File: src/rtl/hazard_controller.sv
// Pipeline hazard controller: operand forwarding, load-use stall, branch flush and memory wait.
// Optional stall/flush performance counters are enabled by defining HAZARD_PERF_COUNTERS_EN.
module hazard_controller (
  input  logic       clk,
  input  logic       rst,
  input  logic [3:0] rs1D,
  input  logic [3:0] rs2D,
  input  logic [3:0] rs1E,
  input  logic [3:0] rs2E,
  input  logic [3:0] rdE,
  input  logic [3:0] rdM,
  input  logic [3:0] rdW,
  input  logic       regWriteE,
  input  logic       regWriteM,
  input  logic       regWriteW,
  input  logic [1:0] resultSrcE,
  input  logic       pcSrcE,
  input  logic       memBusyM,
  output logic       stallF,
  output logic       stallD,
  output logic       flushD,
  output logic       flushE,
  output logic       stallE,
  output logic       stallM,
  output logic [1:0] forwardAE,
  output logic [1:0] forwardBE,
  output logic [15:0] stallCount,
  output logic [15:0] flushCount
);

  typedef enum logic [1:0] {RUN, LOAD_STALL, MEM_WAIT} state_t;

  state_t state, state_next;
  logic   load_use;

  // Memory-stage result is newer than writeback, so it wins when both match.
  always_comb begin
    forwardAE = 2'b00;
    forwardBE = 2'b00;
    if (regWriteM && (rdM == rs1E))      forwardAE = 2'b10;
    else if (regWriteW && (rdW == rs1E)) forwardAE = 2'b01;
    if (regWriteM && (rdM == rs2E))      forwardBE = 2'b10;
    else if (regWriteW && (rdW == rs2E)) forwardBE = 2'b01;
  end

  assign load_use = (resultSrcE == 2'b01) && regWriteE &&
                    ((rdE == rs1D) || (rdE == rs2D));

  always_ff @(posedge clk) begin
    if (rst) state <= RUN;
    else     state <= state_next;
  end

  // MEM_WAIT releases into a normal RUN evaluation; only LOAD_STALL suppresses the hazard check.
  always_comb begin
    stallF     = 1'b0;
    stallD     = 1'b0;
    flushD     = 1'b0;
    flushE     = 1'b0;
    stallE     = 1'b0;
    stallM     = 1'b0;
    state_next = RUN;
    if (!rst) begin
      if (memBusyM) begin
        stallF     = 1'b1;
        stallD     = 1'b1;
        stallE     = 1'b1;
        stallM     = 1'b1;
        state_next = MEM_WAIT;
      end else if (pcSrcE) begin
        flushD = 1'b1;
        flushE = 1'b1;
      end else if ((state != LOAD_STALL) && load_use) begin
        stallF     = 1'b1;
        stallD     = 1'b1;
        flushE     = 1'b1;
        state_next = LOAD_STALL;
      end
    end
  end

`ifdef HAZARD_PERF_COUNTERS_EN
  logic [15:0] stall_cnt, flush_cnt;

  always_ff @(posedge clk) begin
    if (rst) begin
      stall_cnt <= 16'h0000;
      flush_cnt <= 16'h0000;
    end else begin
      if (stallF && (stall_cnt != 16'hFFFF)) stall_cnt <= stall_cnt + 16'd1;
      if (flushE && (flush_cnt != 16'hFFFF)) flush_cnt <= flush_cnt + 16'd1;
    end
  end

  assign stallCount = stall_cnt;
  assign flushCount = flush_cnt;
`else
  assign stallCount = 16'h0000;
  assign flushCount = 16'h0000;
`endif

endmodule
File: config.mk
export PLATFORM = sky130hd
export DESIGN_NAME = hazard_controller
export DESIGN_NICKNAME = d
export VERILOG_FILES = /design/src/rtl/hazard_controller.sv
export SDC_FILE = /design/constraint.sdc
export NUM_CORES = 1
export LEC_CHECK = 0
export BUFFER_PORTS_ARGS = -buffer_cell sky130_fd_sc_hd__buf_2
export CAP_MARGIN = 20
export CORE_MARGIN = 8
export CORE_UTILIZATION = 30
export CTS_CLUSTER_SIZE = 24
export DETAILED_ROUTE_END_ITERATION = 12
export HOLD_SLACK_MARGIN = 0.15
export PLACE_DENSITY_LB_ADDON = 0.12
export RECOVER_POWER = 100
export SLEW_MARGIN = 5
export SYNTH_ARGS = -nofsm -noshare
export SYNTH_HDL_FRONTEND = slang
export SYNTH_SLANG_ARGS = --single-unit
export TNS_END_PERCENT = 20
File: constraint.sdc
create_clock -name clk -period 1.3 [get_ports clk]
set_clock_uncertainty 0.1 [all_clocks]
set_input_delay 0.26 -clock clk [delete_from_list [all_inputs] [get_ports clk]]
set_output_delay 0.26 -clock clk [all_outputs]
set_load 0.05 [all_outputs]
Yosys cells after proc, flatten, opt, wreduce, memory -nomap -nowiden
Index checks and enable logic that the tools add are counted.

operators by class
  equality and inequality tests = 8
  reduce and logical (&&, ||, !) cells = 9
  multiplexer cells = 19

operators by type and width
  cell                                                                     number
  4-bit equality test                                                      6
  1-bit 2-to-1 mux                                                         16
  1-bit logical AND                                                        7
  2-bit 2-to-1 mux                                                         3
  3-bit OR reduction                                                       1
  2-bit by 1-bit equality test with 1-bit output, second input constant    1
  2-bit by 1-bit inequality test with 1-bit output, second input constant  1
  1-bit logical OR                                                         1

word-level totals
  output and inout bits = 42
  register bits after elaboration = 2
  input port bits = 37

Logic depth before layout (Yosys ltp)
Gate-level depths: netlist of the first run.

  depth after elaboration = 8
  mapped depth = 5
  mapped depth without buffers = 4

Least setup slack after synthesis of the first run
OpenSTA, ideal clock, no wires.

  path kind = input to output
  start point = in rdM[0]
  end point = out forwardAE[0]
  cell stages on the path = 3
  setup slack = -1.768 ns
  arrival = 2.708 ns
  cells stage by stage = xor2_1 nor4_1 nor2_1

on the way
  word-level cells in the longest chain between the ends = 3

RTL lines
  element              RTL line  RTL
  start, declared      11        input logic [3:0] rdM,
  4-bit equality test  40        if (regWriteM && (rdM == rs1E)) forwardAE = 2'b10;
  1-bit logical AND    40
  2-bit 2-to-1 mux     40
  end, declared        25        output logic [1:0] forwardAE,

Every way passes these cells.

Worst setup path after layout of the first run
  start point = reg state[1]
  end point = out stallD

on the way
  word-level cells in the longest chain between the ends = 6

RTL lines
  element                                           RTL line  RTL
  start, declared                                   33        state_t state, state_next;
  start signal, assigned                            51        else state <= state_next;
  2-bit by 1-bit inequality test with 1-bit output  73        end else if ((state != LOAD_STALL) && load_use) begin
  1-bit logical AND                                 73
  1-bit 2-to-1 mux                                  73
  1-bit 2-to-1 mux                                  70        end else if (pcSrcE) begin
  1-bit 2-to-1 mux                                  64        if (memBusyM) begin
  1-bit 2-to-1 mux                                  63        if (!rst) begin
  end, declared                                     20        output logic stallD,

Every way passes these cells.

==> impl_metrics.toml, run 1 <==
[critical_path]
worstSetupPathDepth = 5
arrival_ps = 1430
r2r_slack_ps = 230
crit_path_cell_trace = "nand2b_1, nand4b_1, or3_4, o21bai_4, buf_8"
start_kind = "register"
worstSetupPathType = "reg -> out"
crit_end = "stallD"
r2r_end = "state[0]$_SDFF_PP0_"
path_buf_inv = 1
cpMaxStageDelayCell = "or3_4"
startpoint = "state[1]$_SDFF_PP0_"
slowest_delay_ps = 370
cp-end-kind = "output port"
cp_top_family = "simple AND/OR/NAND/NOR gates"
worstPathMaxFanout = 2
reg2reg_depth = 4
rr_startpoint = "state[1]$_SDFF_PP0_"
required_ps = 940

[placed_design]
portBuffers = 46
placed_cells = 167
place_ws_ps = -560
placed_area_um2 = 946
dp_hpwl_mm = 1.83
place_congestion = 0.721

[drt]
vias_per_cell = 3.73
drtIter0Drc = 13
wl_per_cell_um = 11.8
firstDrtPassIters = 3
drtAntennaViolNets = 0
wirelength_mm = 2.01
drc = 0
via_count = 638

[layout]
regMostFlops = "state"
drive_gt1_share_pct = 52.4
reg.largest.list = "state x2"
nFillCells = 221
stdcell_count = 171
n_antenna_cell = 0
design_area_um2 = 1060
nets = 182
synthToLayoutAreaGrowth_pct = 58.9
largest_reg_flops = 2

[global_routing]
track_usage_pct = 9.68
grt_pass1_wl_mm = 3.24
grt_antenna_before_repair = 0
grt_pass1_vias = 733
grt_overflow = 0
grt_max_degree = 5

[floorplanning]
initial_core_util_pct = 30.9
core_area_um2 = 2170
die_h_um = 63.2
fp.dieW_um = 63.2
ioPinCount = 79
placement_rows = 17
fp.dieArea_um2 = 4000

[clock_tree]
cts_buffers = 3
path_clk_slew_ps = 30
clk_path_buf_depth = 2
clock_latency_ps = 220
cts.sinks = 2
cts_tree = "built"
cts-htree-levels = 1
cts_root_buffer = "clkbuf_4"

[synth]
synth.area.top_cells = "buf_4 38%, xor2_1 21%, xnor2_1 10%"
netlist_instances = 84
synth_common_cells = "34 x buf_4, 16 x xor2_1, 8 x xnor2_1"
ys_seq_area_share_pct = 5.98
yosysUniqueCellTypes = 20
synth_area_per_cell_um2 = 7.97
yosysWarningCount = 0
synth_area_leader_cell = "buf_4"
synthArstFlopShare_pct = 0
synthesis.area_um2 = 669
synth_most_common_cell = "buf_4"
yosysTopAreaCellShare_pct = 38.1
ys_ff_latch = 2
synth_ff_type = "dfxtp_1"
synth_edf_count = 0

[timing]
setup_viol = 11
slew_viol_final = 0
final.period_utilization_pct = 138
rsz0062_at_grt = "yes"
fin_hold_ws_ps = 216
hold_viol = 0
max_freq_ghz = 0.557
period_minus_slack_ps = 1790
fin_ws_ps = -494

[outcome]
violations = "negative setup slack"
status = "finished with violations"

[pwr]
p_int_mw = 0.319
power_density_nw_per_um2 = 682
power.switching_mw = 0.406
leakagePower_nw = 0.557
power_frac_comb_pct = 72.2
total_power_mw = 0.725
seq_power_share_pct = 8.8
switching_share_pct = 56.0
clkPwrFrac_pct = 19.0
worst_ir_drop_vdd_mv = 0.386

[hold_path]
hold_path.class = "in -> reg"

[flow_run]
maxCapViolCount = 0
## metrics by stage
stage / util, % / setup TNS, ps
2_1_floorplan: - / -3230
3_3_place_gp: 43.6 / -3350
3_5_place_dp: 43.6 / -3480
4_1_cts: 48.2 / -2430
5_1_grt: 49.0 / -3330
6_report: 49.0 / -2610
## metal layers
metal  global-route usage (%)  part of all wire (%)  up-vias
li1                         -                     -      325
met4                     2.51                     0        0
met5                        0                     0        -
met2                     18.3                    54       37
met3                     5.12                    11        0
met1                     8.80                    36      276
## what timing repair did
action,CTS,global route
buffers inserted,0,1
endpoints found under the setup margin,10,11
pin swaps,5,0
hold buffers,0,0
resized for setup,23,3
## kinds of logic after synthesis
family,synth area share [%]
flops,5.98
buf+inv,38.7
other cells,0.560
simple gates,17.4
xor+xnor,31.4
compound gates,5.98
## cells in the final DEF (no fill, tap or decap)
master / n
clkbuf_1: 1
buf_2: 35
nand3_1: 2
xor2_1: 16
dfxtp_1: 2
xnor2_1: 7
nor2_4: 1
nor4b_2: 1
conb_1: 32
nor3_1: 2
nor2b_1: 1
nand4b_1: 1
o21bai_4: 1
nand2b_1: 1
a41oi_2: 1
xnor2_2: 1
nor4_4: 2
nor4_2: 1
nand2_2: 1
inv_1: 1
o41ai_4: 1
nor2_2: 2
clkbuf_4: 3
nand2_1: 2
buf_8: 2
buf_6: 7
or3_4: 1
buf_4: 14
nor2b_2: 1
## worst min-delay path by stage
| stage | start | to | slack (ps) | cells past startpoint |
|---|---|---|---|---|
| after floorplan | pcSrcE | state[0]$_SDFF_PP0_ | 230 | 1 |
| after global placement | pcSrcE | state[0]$_SDFF_PP0_ | 440 | 3 |
| after detailed placement | pcSrcE | state[0]$_SDFF_PP0_ | 430 | 3 |
| after CTS | pcSrcE | state[0]$_SDFF_PP0_ | 210 | 3 |
| after global routing | pcSrcE | state[0]$_SDFF_PP0_ | 230 | 3 |
| final | pcSrcE | state[0]$_SDFF_PP0_ | 220 | 3 |
## layout make-up
type                    instances  area [µm²]  share of cell area (%)
multi-input cells              78         569                    53.5
repair buffers                 59         393                    36.9
flip-flops and latches          2        40.0                    3.76
well taps                      28        35.0                    3.29
clock buffers                   3        22.5                    2.12
inverters                       1        3.75                   0.353
## power by group through the flow
stage | clock (mW) | combinational, mW | sequential, mW
4_1_cts | 0.149 | 0.515 | 0.0637
5_1_grt | 0.146 | 0.555 | 0.0639
3_3_place_gp | 0 | 0.484 | 0.0646
3_5_place_dp | 0 | 0.488 | 0.0646
6_report | 0.138 | 0.524 | 0.0638
2_1_floorplan | 0 | 0.435 | 0.0646
## tightest hold or removal path: cells and delay by family
kind	cells	cell delay (ps)
buffers and inverters	2	200
and+or+nand+nor	1	40
(Power assumes the default switching activity.)
==> inputs of run 2 (changes only) <==
--- a/config.mk
+++ b/config.mk
@@ -14,6 +14,7 @@
 export HOLD_SLACK_MARGIN = 0.15
 export PLACE_DENSITY_LB_ADDON = 0.12
 export RECOVER_POWER = 100
+export REMOVE_ABC_BUFFERS = 1
 export SLEW_MARGIN = 5
 export SYNTH_ARGS = -nofsm -noshare
 export SYNTH_HDL_FRONTEND = slang
==> impl_metrics.toml, run 2 (synthesis gave the netlist of run 1 again) <==
[timing]
setup_tns_ps = -2350
rsz0062_at_grt = "yes"
max_freq_ghz = 0.545
fin_ws_ps = -534
setup_viol = 8
period_minus_slack_ps = 1830
fin_hold_ws_ps = 224
hold_viol = 0
final.period_utilization_pct = 141
slew_viol_final = 0

[pwr]
worst_ir_drop_vdd_mv = 0.313
seq_power_share_pct = 9.6
clkPwrFrac_pct = 19.9
p_int_mw = 0.288
leakagePower_nw = 0.502
power_density_nw_per_um2 = 712
switching_share_pct = 56.8
power_frac_comb_pct = 70.6
power.switching_mw = 0.379

[critical_path]
worstSetupPathDepth = 6
arrival_ps = 1470
r2r_slack_ps = 130
cp-end-kind = "output port"
cp_top_family = "compound AO/OA/AOI/OAI gates"
start_kind = "input pin"
r2r_end = "state[0]$_SDFF_PP0_"
path_buf_inv = 2
slowest_delay_ps = 310
worstPathMaxFanout = 3
crit_path_cell_trace = "buf_2, xor2_1, nor4_2, a41oi_2, o41ai_2, buf_4"
required_ps = 940
rr_startpoint = "state[1]$_SDFF_PP0_"
reg2reg_depth = 5
cpMaxStageDelayCell = "o41ai_2"
worstSetupPathType = "in -> out"

[hold_path]
hold-path-endpoint = "state[0]$_SDFF_PP0_"
hold_path.class = "in -> reg"
hold_start = "pcSrcE"
worstHoldPathCells = 3

[layout]
nets = 178
synthToLayoutAreaGrowth_pct = 39.8
nFillCells = 243
regMostFlops = "state"
drive_gt1_share_pct = 46.8
reg.largest.list = "state x2"
final_common_cell = "buf_2"
largest_reg_flops = 2
n_antenna_cell = 0
final_util_pct = 43.1
mostFrequentLayoutCells = "35 x buf_2, 32 x conb_1, 16 x xor2_1"

[global_routing]
grt_antenna_before_repair = 0
track_usage_pct = 9.01
grt_overflow = 0
grt_pass1_wl_mm = 3.04
grt_max_degree = 5
grt_pass1_vias = 742

[drt]
drc = 0
vias_per_cell = 3.78
drtAntennaViolNets = 0
wl_per_cell_um = 11.2
drtIter0Drc = 13
wirelength_mm = 1.88
firstDrtPassIters = 4
via_count = 632

[clock_tree]
cts_tree = "built"
cts.sinks = 2
cts_buffers = 3
holdBufCountCts = 0
clk_path_buf_depth = 2
cts_root_buffer = "clkbuf_4"
cts-htree-levels = 1
path_clk_slew_ps = 30
clock_latency_ps = 220

[placed_design]
portBuffers = 46
dp_hpwl_mm = 1.70
place_congestion = 0.759
place_ws_ps = -579

[outcome]
status = "finished with violations"
violations = "negative setup slack"

[floorplanning]
placement_rows = 17
fp.dieArea_um2 = 4000
die_h_um = 63.2
initial_core_util_pct = 30.9
ioPinCount = 79
fp.dieW_um = 63.2
core_area_um2 = 2170

[flow_run]
maxCapViolCount = 0
==> run 2: tightest hold or removal path, delay by kind of cell <==
family        cells  cell delay, ps
buf+inv           2             200
simple gates      1              40
==> run 2: routing by layer <==
layer	wire length [µm]	vias up	GRT usage, %
li1	-	319	-
met4	0	0	4.18
met1	648	277	7.72
met3	156	0	3.53
met5	0	-	0
met2	1070	36	17.7
==> run 2: final cells by class <==
| class | instances | area [µm²] | area share, % |
|---|---|---|---|
| Clock buffer | 3 | 22.5 | 2.41 |
| Multi-Input combinational cell | 78 | 504 | 53.9 |
| Sequential cell | 2 | 40.0 | 4.28 |
| Tap cell | 28 | 35.0 | 3.74 |
| Inverter | 1 | 3.75 | 0.401 |
| Timing Repair Buffer | 55 | 330 | 35.3 |
==> run 2: timing repair <==
action	in CTS	in global routing
setup buffers	0	1
endpoints found under the setup margin	8	10
resized for setup	13	4
hold endpoints to repair	0	0
pin swaps	3	5
==> run 2: power by group through the flow <==
stage                     clock, mW  combinational, mW  sequential, mW
after floorplan                   0              0.330          0.0646
after global placement            0              0.448          0.0646
after detailed placement          0              0.449          0.0646
after CTS                     0.139              0.464          0.0638
after global routing          0.152              0.498          0.0640
final                         0.132              0.470          0.0638
==> run 2: stage by stage <==
stage	power [mW]	instance area [µm²]	std cells
floorplan	0.394	531	81
global placement	0.512	856	163
detailed placement	0.513	856	163
CTS	0.668	921	166
global route	0.714	936	167
finish	0.667	936	167
==> run 2: worst max-delay path by stage <==
stage,start,end,slack [ps]
2_1_floorplan,rdM[0],forwardAE[0],-1770
3_3_place_gp,rs1D[1],flushE,-580
3_5_place_dp,rs1D[1],flushE,-580
4_1_cts,state[1]$_SDFF_PP0_,stallF,-560
5_1_grt,state[1]$_SDFF_PP0_,stallD,-670
6_report,rs1D[1],flushE,-530
==> inputs of run 3 (changes only) <==
--- a/config.mk
+++ b/config.mk
@@ -7,7 +7,7 @@
 export LEC_CHECK = 0
 export BUFFER_PORTS_ARGS = -buffer_cell sky130_fd_sc_hd__buf_2
 export CAP_MARGIN = 20
-export CORE_MARGIN = 8
+export CORE_MARGIN = 2
 export CORE_UTILIZATION = 30
 export CTS_CLUSTER_SIZE = 24
 export DETAILED_ROUTE_END_ITERATION = 12
@@ -19,4 +19,3 @@
 export SYNTH_ARGS = -nofsm -noshare
 export SYNTH_HDL_FRONTEND = slang
 export SYNTH_SLANG_ARGS = --single-unit
-export TNS_END_PERCENT = 20
==> constraint.sdc (replaced) <==
create_clock -name clk -period 1.3 [get_ports clk]
set_clock_uncertainty 0.1 [all_clocks]
set_input_delay 0.13 -clock clk [delete_from_list [all_inputs] [get_ports clk]]
set_output_delay 0.13 -clock clk [all_outputs]
set_load 0.05 [all_outputs]
==> impl_metrics.toml, run 3 (synthesis gave the netlist of run 1 again) <==
[placed_design]
dp_hpwl_mm = 1.22
portBuffers = 46
placed_area_um2 = 833
place_congestion = 0.719

[clock_tree]
cts.sinks = 2
clk_path_buf_depth = 2
cts-htree-levels = 1
clock_latency_ps = 220
path_clk_slew_ps = 30
cts_tree = "built"
cts_buffers = 3
cts_root_buffer = "clkbuf_4"

[critical_path]
start_kind = "register"
cp-end-kind = "output port"
worstPathMaxFanout = 2
worstSetupPathType = "reg -> out"
arrival_ps = 1500
r2r_slack_ps = 40
required_ps = 1070

[drt]
wirelength_mm = 1.46
vias_per_cell = 3.78
drtAntennaViolNets = 0
wl_per_cell_um = 8.71
via_count = 632
firstDrtPassIters = 1
drc = 0
drtIter0Drc = 0

[pwr]
worst_ir_drop_vdd_mv = 0.424
leakagePower_nw = 0.518
power_density_nw_per_um2 = 685

[outcome]
violations = "negative setup slack"
status = "finished with violations"

[layout]
drive_gt1_share_pct = 46.8
regMostFlops = "state"
mostFrequentLayoutCells = "32 x conb_1, 30 x buf_2, 15 x xor2_1"
design_area_um2 = 992
reg.largest.list = "state x2"
final_util_pct = 45.7
nets = 178
final_common_cell = "conb_1"
n_antenna_cell = 0
largest_reg_flops = 2
synthToLayoutAreaGrowth_pct = 48.2

[timing]
period_minus_slack_ps = 1730
rsz0062_at_grt = "yes"
setup_viol = 3
fin_ws_ps = -427
max_freq_ghz = 0.579
setup_tns_ps = -1200
hold_viol = 0
final.period_utilization_pct = 133
slew_viol_final = 0

[floorplanning]
core_area_um2 = 2170
placement_rows = 17
die_h_um = 51.2
fp.dieArea_um2 = 2630
ioPinCount = 79
initial_core_util_pct = 30.9
fp.dieW_um = 51.2

[global_routing]
track_usage_pct = 9.69
grt_antenna_before_repair = 0
grt_pass1_wl_mm = 1.97
grt_overflow = 0
grt_max_degree = 5
grt_pass1_vias = 550

[hold_path]
hold_path.class = "in -> reg"

[flow_run]
maxCapViolCount = 0
-- run 3: cell types whose count changed in the layout (fill, tap and decap cells not counted), moves of 2 or more --
| cell | before | now |
|---|---|---|
| buf_2 | 35 | 30 |
| clkbuf_4 | 6 | 4 |
| clkbuf_2 | 1 | 4 |
| buf_6 | 3 | 5 |
| dlygate4sd3_1 | 0 | 3 |
-- run 3: worst max-delay path, cell delays in order (launching register included) --
cell and delay, ps:
dfxtp_2 300, nand2b_4 100, nand4b_1 140, or3_1 330, o21bai_1 180, buf_4 230
-- run 3: power by group --
group | switching (mW) | total [mW] | internal [mW]
registers | 0.000450 | 0.0644 | 0.0639
logic | 0.348 | 0.482 | 0.135
clock network | 0.0313 | 0.133 | 0.102
-- run 3: worst paths after layout --
path	to	start	cells after the start
setup / recovery	stallF	state[1]$_SDFF_PP0_	5
hold / removal	state[0]$_SDFF_PP0_	rst	3
setup reg to reg	state[0]$_SDFF_PP0_	state[1]$_SDFF_PP0_	5
hold reg to reg	state[0]$_SDFF_PP0_	state[0]$_SDFF_PP0_	5
-- run 3: per-layer routing --
metal  vias to the layer above  wire length [µm]  global-route usage (%)
li1                        316                 -                       -
met1                       288               454                    8.64
met4                         0                 0                    2.63
met5                         -                 0                       0
met2                        28               892                    21.4
met3                         0               108                    1.46
-- run 3: timing repair --
item	CTS	global route
resized for setup	7	17
hold endpoints to repair	2	0
setup buffers	1	0
endpoints found under the setup margin	7	6
pin swaps	0	8
hold buffers	3	0
-- run 3: through the flow --
stage / setup slack [ps] / hold slack, ps / total power [mW] / std cells
floorplan: -1510 / 101 / 0.394 / 81
global placement: -350 / 311 / 0.505 / 160
detailed placement: -348 / 303 / 0.505 / 160
CTS: -431 / 166 / 0.665 / 167
global route: -535 / 168 / 0.723 / 167
finish: -427 / 174 / 0.680 / 167
-- run 3: area by class of cell --
type,count,area [µm²]
Clock buffer,3,22.5
Inverter,1,3.75
Tap cell,28,35.0
Sequential cell,2,41.3
Timing Repair Buffer,55,362
Multi-Input combinational cell,78,528
Fill cell,228,1180
